`config.mk`:
```
export PLATFORM = sky130hd
export DESIGN_NAME = scurve_multi_channel_counter
export DESIGN_NICKNAME = d
export VERILOG_FILES = /design/src/rtl/scurve_multi_channel_counter.sv
export SDC_FILE = /design/constraint.sdc
export NUM_CORES = 1
export LEC_CHECK = 0
export CORE_ASPECT_RATIO = 1.1
export CORE_MARGIN = 4
export CORE_UTILIZATION = 49
export CTS_CLUSTER_SIZE = 12
export DETAILED_ROUTE_END_ITERATION = 8
export PLACE_DENSITY = 0.88
export SLEW_MARGIN = 10
export SYNTH_ARGS = -nofsm -noshare
export SYNTH_HDL_FRONTEND = slang
export SYNTH_SLANG_ARGS = --single-unit
```
`constraint.sdc`:
```
create_clock -name Clk -period 2.2 [get_ports Clk]
set_input_delay 0.33 -clock Clk [delete_from_list [all_inputs] [get_ports Clk]]
set_output_delay 0.33 -clock Clk [all_outputs]
set_load 0.01 [all_outputs]
```
`src/rtl/scurve_multi_channel_counter.sv`:
```
// Multi-channel S-curve counter: counts CLK_EXT injection pulses and delayed
// per-channel trigger falls under a run-control FSM. Option: SCURVE_OVF_FLAG_EN adds CPT_OVF.
module scurve_multi_channel_counter #(
  parameter int N_CH  = 4,
  parameter int CNT_W = 16,
  parameter int DLY_W = 4
) (
  input  logic                  Clk,
  input  logic                  reset_n,
  input  logic                  Test_Start,
  input  logic                  TrigEffi_or_CountEffi,
  input  logic                  CLK_EXT,
  input  logic [N_CH-1:0]       Trigger,
  input  logic [CNT_W-1:0]      CPT_MAX,
  input  logic [DLY_W-1:0]      TriggerDelay,
  output logic [CNT_W-1:0]      CPT_PULSE,
  output logic [N_CH*CNT_W-1:0] CPT_TRIGGER,
  output logic                  CPT_DONE,
  output logic                  Busy
`ifdef SCURVE_OVF_FLAG_EN
  ,
  output logic [N_CH:0]         CPT_OVF
`endif
);

  localparam logic [1:0] ST_IDLE  = 2'd0;
  localparam logic [1:0] ST_COUNT = 2'd1;
  localparam logic [1:0] ST_DRAIN = 2'd2;
  localparam logic [1:0] ST_DONE  = 2'd3;
  localparam logic [CNT_W-1:0] CNT_SAT = {CNT_W{1'b1}};

  logic [1:0]                    state;
  logic [1:0]                    ext_pipe;
  logic                          ext_rise, ext_fall;
  logic                          busy, start, cnt_en, pulse_inc;
  logic [N_CH-1:0]               pend_vec;
  logic [N_CH-1:0][CNT_W-1:0]    trig_cnt;

  // ext_pipe[0] is the first sync stage; edges are taken between the stages
  always_ff @(posedge Clk or negedge reset_n) begin
    if (!reset_n) ext_pipe <= 2'b00;
    else          ext_pipe <= {ext_pipe[0], CLK_EXT};
  end

  assign ext_rise  = ext_pipe[0] & ~ext_pipe[1];
  assign ext_fall  = ~ext_pipe[0] & ext_pipe[1];
  assign busy      = (state == ST_COUNT) || (state == ST_DRAIN);
  assign start     = (state == ST_IDLE) && Test_Start;
  assign cnt_en    = busy && Test_Start;
  assign pulse_inc = (state == ST_COUNT) && Test_Start && (CPT_PULSE < CPT_MAX) && ext_rise;

  assign CPT_DONE    = (state == ST_DONE);
  assign Busy        = busy;
  assign CPT_TRIGGER = trig_cnt;

  always_ff @(posedge Clk or negedge reset_n) begin
    if (!reset_n) begin
      state <= ST_IDLE;
    end else begin
      unique case (state)
        ST_IDLE:  if (Test_Start) state <= ST_COUNT;
        ST_COUNT: begin
          if (!Test_Start)               state <= ST_IDLE;
          else if (CPT_PULSE >= CPT_MAX) state <= ST_DRAIN;
        end
        // finish only once every channel's delayed event has landed
        ST_DRAIN: begin
          if (!Test_Start)                  state <= ST_IDLE;
          else if (ext_fall && !(|pend_vec)) state <= ST_DONE;
        end
        ST_DONE:  if (!Test_Start) state <= ST_IDLE;
        default:  state <= ST_IDLE;
      endcase
    end
  end

  always_ff @(posedge Clk or negedge reset_n) begin
    if (!reset_n)                               CPT_PULSE <= '0;
    else if (start)                             CPT_PULSE <= '0;
    else if (pulse_inc && CPT_PULSE != CNT_SAT) CPT_PULSE <= CPT_PULSE + CNT_W'(1);
  end

`ifdef SCURVE_OVF_FLAG_EN
  logic            pulse_ovf;
  logic [N_CH-1:0] trig_ovf;

  always_ff @(posedge Clk or negedge reset_n) begin
    if (!reset_n)                               pulse_ovf <= 1'b0;
    else if (start)                             pulse_ovf <= 1'b0;
    else if (pulse_inc && CPT_PULSE == CNT_SAT) pulse_ovf <= 1'b1;
  end

  assign CPT_OVF = {pulse_ovf, trig_ovf};
`endif

  for (genvar g = 0; g < N_CH; g++) begin : g_lane
    logic             t_s1, t_s2, pend, seen;
    logic             fall, accept, fire, count_ev, inc;
    logic [DLY_W-1:0] dcnt;
    logic [CNT_W-1:0] cnt;

    always_ff @(posedge Clk or negedge reset_n) begin
      if (!reset_n) {t_s2, t_s1} <= 2'b11;
      else          {t_s2, t_s1} <= {t_s1, Trigger[g]};
    end

    // in trigger-efficiency mode only falls inside the CLK_EXT high window arm the delay
    assign fall     = t_s2 & ~t_s1;
    assign accept   = busy & fall & ~pend & (~TrigEffi_or_CountEffi | ext_pipe[0]);
    assign fire     = (accept & (TriggerDelay == '0)) | (pend & (dcnt == DLY_W'(1)));
    assign count_ev = fire & (~TrigEffi_or_CountEffi | ~seen);
    assign inc      = cnt_en & count_ev;

    always_ff @(posedge Clk or negedge reset_n) begin
      if (!reset_n) begin
        pend <= 1'b0;
        dcnt <= '0;
      end else if (!busy) begin
        pend <= 1'b0;
      end else if (accept && TriggerDelay != '0) begin
        pend <= 1'b1;
        dcnt <= TriggerDelay;
      end else if (pend) begin
        dcnt <= dcnt - DLY_W'(1);
        if (dcnt == DLY_W'(1)) pend <= 1'b0;
      end
    end

    always_ff @(posedge Clk or negedge reset_n) begin
      if (!reset_n)              seen <= 1'b0;
      else if (start | ext_rise) seen <= 1'b0;
      else if (fire)             seen <= 1'b1;
    end

    always_ff @(posedge Clk or negedge reset_n) begin
      if (!reset_n)                  cnt <= '0;
      else if (start)                cnt <= '0;
      else if (inc && cnt != CNT_SAT) cnt <= cnt + CNT_W'(1);
    end

`ifdef SCURVE_OVF_FLAG_EN
    always_ff @(posedge Clk or negedge reset_n) begin
      if (!reset_n)                   trig_ovf[g] <= 1'b0;
      else if (start)                 trig_ovf[g] <= 1'b0;
      else if (inc && cnt == CNT_SAT) trig_ovf[g] <= 1'b1;
    end
`endif

    assign trig_cnt[g] = cnt;
    assign pend_vec[g] = pend;
  end

endmodule

```
==> results.cfg <==
[cells_and_area]
area_growth_pct = 53.7
post-route-cell-area_sq_um = 10200
n_antenna_cell = 0
multi_input_area_sq_um = 4080
finish.net_count = 1023
area.sequential_sq_um = 2920
final.fill_count = 822
drive_gt1_share_pct = 29.3
finalNonFillerCells = 1135

[floorplanning]
fp.dieH_microns = 130
rows = 44
core_sq_um = 13200
start_util_pct = 50.0
ios = 111
die-area_sq_um = 15400
die_w_microns = 119

[placement]
placed_cells = 1072
place.gp.congestion = 0.890
dp_hpwl_microns = 12700
placed_cell_area_sq_um = 8570
io_buffers = 110

[yosys]
syn_area_per_cell_sq_um = 8.99
ys_ff_latch = 116
ys_warn_count = 0
yosysSeqAreaShare_pct = 44.1
async_flop_share_pct = 100
post-synth-top-area-fraction_pct = 40.9
synth_top_cell_by_area = dfrtp_1
synth-edff-count = 0
yosys-top-cells-area = dfrtp_1 (41%), ha_1 (6.2%), nor2_1 (4.9%)
synthCells = 735
synth_ff_type = dfrtp_1
syn_nets = 797
synthDistinctLibCells = 57
synth_area_sq_um = 6610

[clock_network]
cts_sinks = 116
cts_made_buffers = 17
clk_path_buf_depth = 2
hold_buffers = 0
cts_tree = built
clk_pin_slew_ns = 0.06
clockRootBuffer = clkbuf_16
clk-insertion-delay-late_ns = 0.41
htree_levels = 4

[sta]
max_freq_ghz = 0.395
min_period_ns = 2.53
skew_ns = 0.0114
final-max-slew-violation-count = 0
hold_viol = 0
tightest_slew_ns = 0.642
slew_headroom_pct = 57.2
setup_ws_ns = -0.329
rsz0062_at_grt = true
setup_violations = 57
fin_crit_sh_pct = 115

[worst_setup_path]
crit_type = reg -> reg
critical_path_required_ns = 2.54
cp.arrival_ns = 2.87
cp_max_fo = 8
crit_path_start = CPT_PULSE[10]
worstReg2RegStart = CPT_PULSE[10]
cp-start-kind = flip-flop
critPathCaptureType = flip-flop
rrSetupSlack_ns = -0.33

[drt]
vias = 6879
drt_iter0_markers = 680
drcViolationCount = 0
ant_nets = 0
avgRoutedWirePerCell_microns = 18.6
first_pass_iters = 5
totalWireLength_microns = 21200
vias_per_cell = 6.06

[worst_hold_path]
hold_path.class = in -> async

[run_status]
status = finished with violations
violations = setup timing

[global_route]
first_global_vias = 6603
antenna_found_initial = 0
grt_max_degree = 117
grt-ovfl-total = 0
grt_pass1_wl_microns = 32000
grtUsageTotal_pct = 25.5

[job]
drv_cap = 0

[pwr]
power-per-cell-area_nw_per_um2 = 783
fin_total_pwr_w = 0.00796
leakage_nw = 4.29
power.ir.vdd_worst_mv = 0.533
==> critical path, stage by stage, from the launching register on <==
cell,delay (ns)
dfrtp_1,0.40
ha_1,0.29
and2_4,0.15
a221o_1,0.33
a221oi_2,0.36
o21ai_1,0.16
buf_4,0.20
or4_4,0.43
a21oi_2,0.15
==> kinds of logic (layout without fill, tap and decap cells) <==
logic type	count (synthesis)	after routing	synth area share [%]
adders and majority gates	33	33	6.25
AOI/OAI and AO/OA	143	144	13.7
muxes	3	3	0.454
DFF	116	116	44.1
buffers and inverters	69	307	4.11
and+or+nand+nor	325	325	25.3
xor gates and xnor gates	46	46	6.10
==> timing repair <==
item	4_1_cts	5_1_grt
pin swaps	29	50
gates cloned	2	2
buffers inserted	19	9
setup endpoints to repair	39	90
gates resized for setup	54	109
==> report_power, final <==
part	switching [W]	internal, W
clock network	0.00106	0.00194
registers	0.000189	0.00235
logic	0.00137	0.00105
total	0.00262	0.00534
==> cell usage in the layout (no fill, tap or decap), types with 5 or more instances in the layout <==
cell type	instances
or3_1	5
clkbuf_16	19
clkdlybuf4s50_1	99
inv_1	35
o21ai_0	19
nand2_1	58
o211ai_1	6
inv_2	6
dfstp_2	8
xor2_1	35
buf_4	101
or3_4	6
or4_4	11
a21oi_1	39
or4_1	6
o31ai_1	8
nand4_1	34
nor4_1	5
nand2_2	6
xnor2_1	10
buf_6	14
a21oi_2	21
nand3_1	35
ha_1	25
dlygate4sd2_1	6
nand3_2	5
nor4_4	5
ha_4	7
o21ai_1	7
dfrtp_1	106
and2_1	5
nor2_1	83
and3_1	14
nand2b_1	6
==> synth_stat cells (all sizes together) (12+ instances only) <==
cell type / instances
xor2: 35
nand3: 44
and3: 16
or4: 17
ha: 33
clkbuf: 22
nor4: 12
inv: 41
dfrtp: 108
o21ai: 27
a21oi: 62
nor2: 86
nand4: 34
nand2: 65
==> cell type report <==
class                      instances  area share [%]
multi-input combinational        551            40.2
sequential                       116            28.7
timing repair buffer             233            21.3
clock buffer                      18            4.32
clock inverter                    14            1.98
tap                              161            1.98
inverter                          42            1.55
==> registers in the layout, indices dropped and copies added (netlist names) <==
signal / count
g_lane.seen: 4
ext_pipe: 2
g_lane.t_s1: 4
CPT_PULSE: 16
g_lane.t_s2: 4
g_lane.dcnt: 16
g_lane.pend: 4
state: 2
g_lane.cnt: 64
==> per-layer routing <==
layer	wire (microns)	vias up	global-route usage [%]
li1	-	3116	-
met1	8170	3330	30.1
met2	11000	342	46.7
met3	1170	91	3.99
met4	807	0	10.2
met5	0	-	0
==> final timing paths <==
check                                      end  depth (start not counted)
worst min register to register  g_lane[2].t_s2                          0
worst max-delay path              CPT_PULSE[8]                          8
worst max register to register    CPT_PULSE[8]                          8
worst min-delay path              CPT_PULSE[1]                          2
max in group asynchronous         CPT_PULSE[9]                          2
min in group Clk                g_lane[1].t_s1                          1
==> per-stage QoR <==
step / setup WS [ns] / utilization (%) / setup TNS, ns / hold slack, ns
6_report: -0.329 / 76.9 / -6.46 / 0.00222
5_1_grt: -0.398 / 76.9 / -11.92 / 0.0588
4_1_cts: -0.251 / 72.4 / -3.00 / 0.0446
3_5_place_dp: -0.708 / 64.8 / -32.17 / 0.360
3_3_place_gp: -0.625 / 64.8 / -27.76 / 0.358
2_1_floorplan: -0.127 / - / -1.35 / 0.0344
(Power assumes the default switching activity.)
